File: src/rtl/fiapp_mon_pkg.sv
// Shared types and MISR arithmetic for the fault-injection signature monitor.
// State encoding, signature width and the 16-bit MISR step function.
package fiapp_mon_pkg;

    localparam int SIG_W = 16;
    localparam logic [SIG_W-1:0] MISR_TAPS = 16'hB400;

    typedef enum logic [1:0] {
        IDLE,
        ARM,
        CAPTURE,
        DONE
    } mon_state_e;

    function automatic logic [SIG_W-1:0] misr_step(
        input logic [SIG_W-1:0] sig,
        input logic [2:0]       in3
    );
        return {sig[SIG_W-2:0], ^(sig & MISR_TAPS)}
             ^ {{(SIG_W-3){1'b0}}, in3};
    endfunction

endpackage

File: src/rtl/fiapp_sig_monitor_misr.sv
// 16-bit MISR compressing the three app outputs, one step per enabled cycle.
// sig_next_o exposes the value that the next enabled edge will load.
module fiapp_misr16
    import fiapp_mon_pkg::*;
(
    input  logic             clk,
    input  logic             reset,
    input  logic             clear_i,
    input  logic             en_i,
    input  logic [2:0]       in_i,
    output logic [SIG_W-1:0] sig_o,
    output logic [SIG_W-1:0] sig_next_o
);

    logic [SIG_W-1:0] sig_q;
    logic [SIG_W-1:0] sig_d;

    assign sig_d = misr_step(sig_q, in_i);

    always_ff @(posedge clk or posedge reset) begin
        if (reset) begin
            sig_q <= '0;
        end else if (clear_i) begin
            sig_q <= '0;
        end else if (en_i) begin
            sig_q <= sig_d;
        end
    end

    assign sig_o      = sig_q;
    assign sig_next_o = sig_d;

endmodule

File: src/rtl/fiapp_sig_monitor.sv
// Signature monitor: windowed MISR capture plus o2(t)==o1(t-1) invariant check.
// Optional golden compare enabled by FIAPP_SIG_MONITOR_GOLDEN_CMP_EN.
module fiapp_sig_monitor
    import fiapp_mon_pkg::*;
#(
    parameter int          WIN_LEN    = 32,
    parameter int          CNT_W      = 8,
    parameter logic [15:0] GOLDEN_SIG = 16'h0000
) (
    input  logic             clk,
    input  logic             reset,
    input  logic             start,
    input  logic             fi_o1,
    input  logic             fi_o2,
    input  logic             fi_o3,
    output logic             busy,
    output logic             done,
    output logic [SIG_W-1:0] signature,
    output logic             inv_err,
    output logic [CNT_W-1:0] inv_err_cnt,
    output logic             sig_match
);

    localparam int WCNT_W = $clog2(WIN_LEN + 1);
    localparam logic [WCNT_W-1:0] WIN_LAST = WCNT_W'(WIN_LEN - 1);
    localparam logic [CNT_W-1:0]  CNT_MAX  = '1;

    mon_state_e        state_q, state_d;
    logic [WCNT_W-1:0] win_q, win_d;
    logic [CNT_W-1:0]  cnt_q, cnt_d;
    logic              err_q, err_d;
    logic              o1_prev_q;
    logic              win_last;
    logic [SIG_W-1:0]  sig_next;

    assign win_last = (state_q == CAPTURE) && (win_q == WIN_LAST);

    always_ff @(posedge clk or posedge reset) begin
        if (reset) begin
            state_q <= IDLE;
        end else begin
            state_q <= state_d;
        end
    end

    always_comb begin
        state_d = state_q;
        unique case (state_q)
            IDLE:    if (start) state_d = ARM;
            ARM:     state_d = CAPTURE;
            CAPTURE: if (win_last) state_d = DONE;
            DONE:    state_d = IDLE;
            default: state_d = IDLE;
        endcase
    end

    always_comb begin
        busy = (state_q == ARM) || (state_q == CAPTURE);
        done = (state_q == DONE);
    end

    // First capture cycle skips the check: o1_prev still holds the ARM-cycle o1.
    always_comb begin
        win_d = win_q;
        err_d = err_q;
        cnt_d = cnt_q;
        if (state_q == ARM) begin
            win_d = '0;
            err_d = 1'b0;
            cnt_d = '0;
        end else if (state_q == CAPTURE) begin
            win_d = win_q + WCNT_W'(1);
            if (win_q != '0 && fi_o2 != o1_prev_q) begin
                err_d = 1'b1;
                if (cnt_q != CNT_MAX) cnt_d = cnt_q + CNT_W'(1);
            end
        end
    end

    always_ff @(posedge clk or posedge reset) begin
        if (reset) begin
            win_q     <= '0;
            err_q     <= 1'b0;
            cnt_q     <= '0;
            o1_prev_q <= 1'b0;
        end else begin
            win_q     <= win_d;
            err_q     <= err_d;
            cnt_q     <= cnt_d;
            o1_prev_q <= fi_o1;
        end
    end

    fiapp_misr16 u_misr (
        .clk        (clk),
        .reset      (reset),
        .clear_i    (state_q == ARM),
        .en_i       (state_q == CAPTURE),
        .in_i       ({fi_o3, fi_o2, fi_o1}),
        .sig_o      (signature),
        .sig_next_o (sig_next)
    );

    assign inv_err     = err_q;
    assign inv_err_cnt = cnt_q;

`ifdef FIAPP_SIG_MONITOR_GOLDEN_CMP_EN
    logic match_q;

    always_ff @(posedge clk or posedge reset) begin
        if (reset) begin
            match_q <= 1'b0;
        end else if (state_q == ARM) begin
            match_q <= 1'b0;
        end else if (win_last) begin
            match_q <= (sig_next == GOLDEN_SIG);
        end
    end

    assign sig_match = match_q;
`else
    logic unused_golden;
    assign unused_golden = ^{GOLDEN_SIG, sig_next};
    assign sig_match     = 1'b0;
`endif

endmodule

File: config.mk
export PLATFORM = sky130hd
export DESIGN_NAME = fiapp_sig_monitor
export DESIGN_NICKNAME = d
export VERILOG_FILES = /design/src/rtl/fiapp_mon_pkg.sv /design/src/rtl/fiapp_sig_monitor_misr.sv /design/src/rtl/fiapp_sig_monitor.sv
export SDC_FILE = /design/constraint.sdc
export NUM_CORES = 1
export LEC_CHECK = 0
export ABC_AREA = 0
export CAP_MARGIN = 20
export CORE_UTILIZATION = 55
export CTS_CLUSTER_DIAMETER = 80
export DETAILED_ROUTE_END_ITERATION = 8
export PLACE_DENSITY = 0.86
export SLEW_MARGIN = 20
export SYNTH_ARGS = -nofsm -noshare
export SYNTH_HDL_FRONTEND = slang
export SYNTH_SLANG_ARGS = --single-unit
File: constraint.sdc
create_clock -name clk -period 4 [get_ports clk]
set_input_delay 0.8 -clock clk [delete_from_list [all_inputs] [get_ports clk]]
set_output_delay 0.8 -clock clk [all_outputs]
set_load 0.1 [all_outputs]
# Yosys cells after proc, flatten, opt, wreduce, memory -nomap -nowiden
# Cells that the tools add are included.
word_totals:
  wordCells: 43
  ff_bits: 34
op_classes:
  bitwise: 1
  n_eq_ne: 8
  n_reduce_logical: 12
  add_sub_neg: 2
  muxes: 14
ops:
  columns: ["cell", "n"]
  rows:
  - ["2-to-1 mux 16 bit", 2]
  - ["2-to-1 mux 8 bit", 4]
  - ["XOR reduction 16 bit", 1]
  - ["bitwise XOR 16 x 3 -> 16 bit", 1]
  - ["2-to-1 mux 6 bit", 2]
  - ["adder 8 x 1 -> 8 bit (second input constant)", 1]
  - ["inequality test 8 bit (second input constant)", 1]
  - ["one-hot mux 2 bit (4 select lines)", 1]
  - ["adder 6 x 1 -> 6 bit (second input constant)", 1]
  - ["== test 6 x 5 -> 1 bit (second input constant)", 1]
  - ["nonzero test 2 bit", 3]
  - ["nonzero test 6 bit", 1]
  - ["== test 2 bit (second input constant)", 2]
  - ["2-to-1 mux 2 bit", 2]
  - ["inequality test 2 bit (second input constant)", 2]
  - ["AND reduction 2 bit", 2]
  - ["2-to-1 mux 1 bit", 3]
  - ["AND reduction 3 bit", 1]
  - ["== test 2 x 1 -> 1 bit (second input constant)", 1]
  - ["logical AND 1 bit", 2]
  - ["logical NOT 2 bit", 1]
  - ["logical OR 1 bit", 1]
  - ["inequality test 1 bit", 1]

# Longest topological paths before layout
# Gate-level depths: netlist (run 1).
logic_depth:
  ltp_word: 5
  mapped_depth: 8

# Modules after synthesis
# From an unflattened synthesis (run 1), not the netlist that was laid out.
unflattened:
  cells_unflattened: 186
  hier_area_um2: 1858.0
by_module_without_submodules:
  columns: ["mod", "n_inst", "cells_per_inst", "area_per_inst_um2"]
  rows:
  - ["fiapp_sig_monitor", 1, 110, 1042.2]
  - ["fiapp_misr16", 1, 76, 815.8]

# Worst setup path after synthesis (run 1)
# No wires, ideal clock.
synth_timing:
  kind: "reg2reg"
  startpoint: "register state_q[0]"
  endpoint: "register cnt_q[5] (netlist: inv_err_cnt[5])"
  path_slack_ns: 1.599
  period_less_slack_ns: 2.401
  required_time_ns: 3.860
  t_arrival_ns: 2.261
  setup_ns: 0.140
  path_buffers: 1
  path_stages_with_launch: 7
  cell_sequence: "dfrtp_1 > inv_1 > ha_1 > o311ai_2 > buf_4 > o311ai_0 > o41ai_1"
synth_between:
  elab_chain_cells: 3
  elab_cells_between_ends: 7
  cone_classes: "eq/ne (2); mux (1); reduce/logical (4)"
synth_lines:
  columns: ["element", "line_no", "source"]
  rows:
  - ["start: declaration", "fiapp_sig_monitor.sv:28", "mon_state_e state_q, state_d;"]
  - ["start signal: assignment", "fiapp_sig_monitor.sv:42", "state_q <= state_d;"]
  - ["== test 2 x 1 -> 1 bit or == test 2 bit (tied branches)", "fiapp_sig_monitor.sv:67, fiapp_sig_monitor.sv:71", null]
  - ["nonzero test 2 bit (no source line)", null, null]
  - ["AND reduction 3 bit (no source line)", null, null]
  - ["end signal: assignment", "fiapp_sig_monitor.sv:89", "cnt_q <= cnt_d;"]
  - ["end: declaration", "fiapp_sig_monitor.sv:30", "logic [CNT_W-1:0] cnt_q, cnt_d;"]
# Several ways; a longest one is shown, not always the timed one.
# A chain may end at the register's enable or synchronous reset.

# Worst setup path in the final report (run 1)
layout_timing:
  startpoint: "register state_q[0]"
  endpoint: "output port done"
layout_between:
  elab_chain_cells: 1
layout_lines:
  columns: ["element", "line_no", "source"]
  rows:
  - ["== test 2 bit", "fiapp_sig_monitor.sv:59", "done = (state_q == DONE);"]
  - ["end: declaration", "fiapp_sig_monitor.sv:17", "output logic done,"]
# Every way passes these cells.

==> flow_summary.json, run 1 <==
{
  "cp_data_arrival_time_ns": 2.03,
  "grt_pass1_vias": 1329,
  "crit_path_end_kind": "output port",
  "maxCapViolCount": 0,
  "port_buffers": 32,
  "cts-hold-fix-buffers": 0,
  "wl_met2_um": 1730,
  "core_um2": 2850,
  "synth_cells": 177,
  "crit_path_cell_trace": "ha_1 -> clkdlybuf4s50_1",
  "synth_warnings": 0,
  "ys_async_sr_fraction_pct": 100,
  "overflow": 0,
  "track_usage_pct": 23.6,
  "antenna_found_initial": 0,
  "fin_crit_ns": 2.83,
  "top_layer": "met4",
  "rsz0062_at_grt": "no",
  "vias_per_cell": 5.98,
  "worstMarginPinSlew_ns": 0.989,
  "synth_cell_types": 40,
  "place.gp.congestion": 0.828,
  "hold_viol": 0,
  "final_nets": 223,
  "crit_path_top_delay_cell": "clkdlybuf4s50_1",
  "clk_latency_ns": 0.34,
  "syn_avg_cell_area_um2": 9.73,
  "cts_setup_buffers": 0,
  "slew_headroom_pct": 33.8,
  "status": "finished with violations",
  "synthesis.area_um2": 1720,
  "ios": 34,
  "cp_max_fo": 4,
  "grt_max_degree": 38,
  "start_util_pct": 60.4,
  "fin_setup_tns_ns": 0,
  "met1_length_um": 1560,
  "n_antenna_cell": 0,
  "violations": "design-rule violations",
  "clkSinkCount": 34,
  "clk_pin_slew_ns": 0.09,
  "setup_viol": 0,
  "tritoncts": "done",
  "firstDrtPassIters": 6,
  "synth_ff_type": "dfrtp_1",
  "met3_length_um": 214,
  "grt_first_pass_wirelength_um": 5990,
  "drt_iter0_drc": 50,
  "synth_edf_count": 0,
  "drt-total-wl_um": 3540,
  "root_buffer": "clkbuf_4",
  "via_count": 1434,
  "fillers": 224,
  "hp-class": "reg2reg",
  "hpwlAfterDp_um": 2410,
  "dieArea_um2": 3360,
  "fmax_ghz": 0.354,
  "area.sequential_um2": 851,
  "synth.net_count": 191,
  "die_y_um": 58.0,
  "numCtsBuffers": 5,
  "rows": 19,
  "critPathKind": "reg2out",
  "ys_seq_elements": 34,
  "syn2layout_area_growth_pct": 21.8,
  "ant_nets": 0,
  "cts_resized": 0,
  "post-route-drc-count": 3,
  "crit_required_ns": 3.20,
  "seq_area_frac_synth_pct": 49.4,
  "fin_skew_ns": 0.0161,
  "slew_violations": 0,
  "cts_buffer_depth": 2,
  "htreeDepth": 2,
  "cp-start-kind": "flop",
  "post_drt_wl_per_cell_um": 14.8,
  "die_w_um": 58.0,
  "drive_above_1_share_pct": 5.26,
  "slowest_delay_ns": 1.12,
  "multi_input_area_um2": 748,
  "post-route-period-util_pct": 70.7
}
## metal layers
| metal | GRT usage (%) | vias to the layer above |
|---|---|---|
| met3 | 8.48 | 6 |
| met4 | 6.46 | 0 |
| met1 | 29.7 | 697 |
| met2 | 38.6 | 53 |
| met5 | 0 | - |
| li1 | - | 678 |
## worst paths after layout
check	to	slack, ns	start	cells past startpoint
max	done	1.17	state_q[0]	2
min	inv_err	0.53	inv_err	2
max reg2reg	inv_err_cnt[4]	1.67	state_q[0]	6
min reg2reg	inv_err	0.53	inv_err	2
max in group asynchronous	win_q[1]	2.82	reset	3
min in group asynchronous	inv_err_cnt[4]	0.87	reset	3
## cells in the mapped netlist (3+ instances only)
| cell type | number | area share (%) |
|---|---|---|
| xnor2_1 | 5 | 2.5 |
| clkbuf_1 | 6 | 1.3 |
| dfrtp_1 | 34 | 49 |
| inv_1 | 22 | 4.8 |
| nand2b_1 | 6 | 2.2 |
| nor2_1 | 7 | 1.5 |
| o21ai_0 | 8 | 2.3 |
| a21oi_1 | 3 | 0.87 |
| o22ai_1 | 16 | 5.8 |
| nor2b_1 | 3 | 1.1 |
| nand2_1 | 19 | 4.1 |
| and3_1 | 3 | 1.1 |
| o41ai_1 | 3 | 1.5 |
| ha_1 | 8 | 5.8 |
## cells by family (layout without fill, tap and decap cells)
logic type                 after synthesis  count (layout)  synth area share (%)
and+or+nand+nor                         52              52                  15.6
AOI/OAI and AO/OA                       42              42                  17.0
DFF                                     34              34                  49.4
buffers and inverters                   31              63                  7.19
adders and majority gates                8               8                  5.81
xor gates and xnor gates                 7               7                  3.56
muxes                                    2               2                  1.23
other                                    1               1                 0.218
## cell type report
| class | instances | area share [%] |
|---|---|---|
| Multi-Input combinational cell | 112 | 35.7 |
| Sequential cell | 34 | 40.5 |
| Inverter | 22 | 3.94 |
| Timing Repair Buffer | 34 | 15.9 |
| Tap cell | 31 | 1.85 |
| Clock buffer | 7 | 2.15 |
## worst max-delay path: cells and delay by family, from the launching register on
family,cells,cell delay (ns)
buf+inv,1,1.12
fa+ha+maj,1,0.17
flops,1,0.41
## per-stage QoR
stage	util, %	hold slack [ns]	setup slack, ns	std cells	instance area [um^2]
2_1_floorplan	-	0.485	1.60	177	1720
3_3_place_gp	72.0	0.490	1.41	233	2050
3_5_place_dp	72.0	0.500	1.33	233	2050
4_1_cts	73.6	0.524	1.16	240	2100
5_1_grt	73.6	0.554	1.11	240	2100
6_report	73.6	0.530	1.17	240	2100
## registers in the layout (all words and copies together) (netlist names)
name,flops
state_q,2
win_q,6
inv_err_cnt,8
inv_err,1
u_misr.sig_o,16
o1_prev_q,1
## cell usage in the layout, fill, tap and decap left out, types with 2 or more instances in the layout
cell,instances
dfrtp_1,34
clkdlybuf4s50_1,31
inv_1,22
nand2_1,19
o22ai_1,16
o21ai_0,8
ha_1,8
nor2_1,7
nand2b_1,6
xnor2_1,5
clkbuf_4,5
nor2b_1,3
o41ai_1,3
and3_1,3
a21oi_1,3
buf_4,3
nand4_1,2
xor2_1,2
o311ai_0,2
nand3_1,2
o31ai_1,2
or4_1,2
nand3b_1,2
clkbuf_1,2
Power of run 1 is not shown: default switching activity piles up to over one toggle a cycle in this logic, so the estimate is an artifact.
==> inputs of run 2 (changes only) <==
--- a/config.mk
+++ b/config.mk
@@ -7,10 +7,10 @@
 export LEC_CHECK = 0
 export ABC_AREA = 0
 export CAP_MARGIN = 20
-export CORE_UTILIZATION = 55
+export CORE_UTILIZATION = 46
 export CTS_CLUSTER_DIAMETER = 80
 export DETAILED_ROUTE_END_ITERATION = 8
-export PLACE_DENSITY = 0.86
+export PLACE_DENSITY = 0.77
 export SLEW_MARGIN = 20
 export SYNTH_ARGS = -nofsm -noshare
 export SYNTH_HDL_FRONTEND = slang
==> constraint.sdc (replaced) <==
create_clock -name clk -period 2.51 [get_ports clk]
set_input_delay 0.502 -clock clk [delete_from_list [all_inputs] [get_ports clk]]
set_output_delay 0.502 -clock clk [all_outputs]
set_load 0.1 [all_outputs]
==> run 2 against run 1 <==
The run now ends clean. Clock skew fell by 0.0076 ns. Global-route usage fell by 3.2 points. Sequential share of layout area fell by 0.38 points. Worst setup slack got worse by 0.87 ns. Flip-flop and latch count did not move. Wire length rose by 2.0%. Register-to-register slack got worse by 1.1 ns. Worst hold slack barely moved. Final cell count rose by 7.1%. Design area rose by 0.95%. Via count fell by 1.9%. Core utilization fell by 12 points.
==> flow_summary.json, run 2 (synthesis gave the netlist of run 1 again) <==
{
  "ios": 34,
  "crit_path_end_kind": "output port",
  "reg2reg_slack_ns": 0.53,
  "post-route-drc-count": 0,
  "fin_crit_ns": 2.21,
  "grt_first_pass_wirelength_um": 6180,
  "fin_skew_ns": 0.00844,
  "slowest_delay_ns": 0.41,
  "via_count": 1407,
  "cts_resized": 0,
  "status": "complete, no violations",
  "fillers": 314,
  "drive_above_1_share_pct": 19.0,
  "holdWs_ns": 0.530,
  "cts-hold-fix-buffers": 0,
  "overflow": 0,
  "place_area_um2": 2030,
  "r2r.worst_path.cells": 7,
  "fin_setup_tns_ns": 0,
  "cp-start-kind": "flop",
  "final_nets": 224,
  "n_antenna_cell": 0,
  "rsz0062_at_grt": "no",
  "hold_depth": 2,
  "core_um2": 3470,
  "clkSinkCount": 34,
  "multi_input_area_um2": 748,
  "post-route-period-util_pct": 88.2,
  "grt_pass1_vias": 1390,
  "cp_max_fo": 38,
  "cts_setup_buffers": 0,
  "utilization_pct": 61.1,
  "design_area_um2": 2120,
  "cp_data_arrival_time_ns": 1.71,
  "numCtsBuffers": 5,
  "crit_path_top_delay_cell": "dfrtp_1",
  "tritoncts": "done",
  "worstMarginPinSlew_ns": 0.885,
  "grt_max_degree": 39,
  "layout_common_cells": "34 x dfrtp_1, 29 x buf_4, 22 x inv_1, 19 x nand2_1, 16 x o22ai_1",
  "drt_iter0_drc": 58,
  "final_common_cell": "dfrtp_1",
  "vias_per_cell": 5.47,
  "crit_path_cell_trace": "inv_1 -> ha_1 -> buf_4 -> buf_12",
  "place.gp.congestion": 0.845,
  "hold_path_end": "inv_err",
  "hold_viol": 0,
  "drt-total-wl_um": 3610,
  "htreeDepth": 2,
  "syn2layout_area_growth_pct": 22.9,
  "port_buffers": 32,
  "hp-class": "reg2reg",
  "die_y_um": 63.2,
  "hold_start": "inv_err",
  "rr_endpoint": "u_misr.sig_o[0]",
  "cts_buffer_depth": 2,
  "crit_required_ns": 2.01,
  "slew_violations": 0,
  "die_w_um": 63.2,
  "antenna_found_initial": 0,
  "largest_reg_flops": 16,
  "dieArea_um2": 3990,
  "critPathKind": "reg2out",
  "track_usage_pct": 20.4,
  "rows": 21,
  "area.sequential_um2": 851,
  "clk_pin_slew_ns": 0.06,
  "fmax_ghz": 0.452,
  "hpwlAfterDp_um": 2500,
  "r2r-start": "state_q[0]",
  "setup_viol": 0,
  "start_util_pct": 49.7,
  "ant_nets": 0,
  "firstDrtPassIters": 4,
  "root_buffer": "clkbuf_8",
  "post_drt_wl_per_cell_um": 14.1,
  "slew_headroom_pct": 40.9,
  "clk_latency_ns": 0.29,
  "maxCapViolCount": 0
}
==> run 2: cell count changes in the layout (fill, tap and decap cells not counted), moves of 5 or more <==
| cell | previous run | this run |
|---|---|---|
| buf_4 | 3 | 29 |
| clkbuf_8 | 0 | 6 |
| clkbuf_4 | 5 | 0 |
| clkdlybuf4s50_1 | 31 | 5 |
==> run 2: worst max-delay path by stage <==
stage,startpoint,endpoint,slack [ns]
detailed placement,fi_o2,inv_err_cnt[4],0.13
global route,state_q[0],busy,0.19
floorplan,state_q[0],inv_err_cnt[5],0.11
CTS,state_q[0],busy,0.29
global placement,fi_o2,inv_err_cnt[4],0.22
finish,state_q[0],busy,0.30
==> run 2: per-layer routing <==
metal  track usage, %  routed length, um  up-vias
met3             7.79                219        2
met1             24.5               1650      676
met2             32.7               1720       47
met5                0                  0        -
li1                 -                  -      682
met4             8.52                 15        0
==> run 2: critical path, delay by kind of cell (launching register included) <==
| family | cells | cell delay (ns) |
|---|---|---|
| fa+ha+maj | 1 | 0.33 |
| flops | 1 | 0.41 |
| buf+inv | 3 | 0.70 |
==> run 2: final cells by class <==
class	count	area share, %
timing repair buffer	35	13.6
inverter	22	3.90
multi-input combinational	112	35.3
clock inverter	1	0.236
clock buffer	7	4.08
sequential	34	40.2
tap	46	2.72
==> run 2: metrics by stage <==
step / setup slack, ns / cells
3_5_place_dp: 0.135 / 249
6_report: 0.297 / 257
2_1_floorplan: 0.109 / 177
3_3_place_gp: 0.223 / 249
5_1_grt: 0.189 / 257
4_1_cts: 0.291 / 257
Power of run 2 is left out for the same reason.
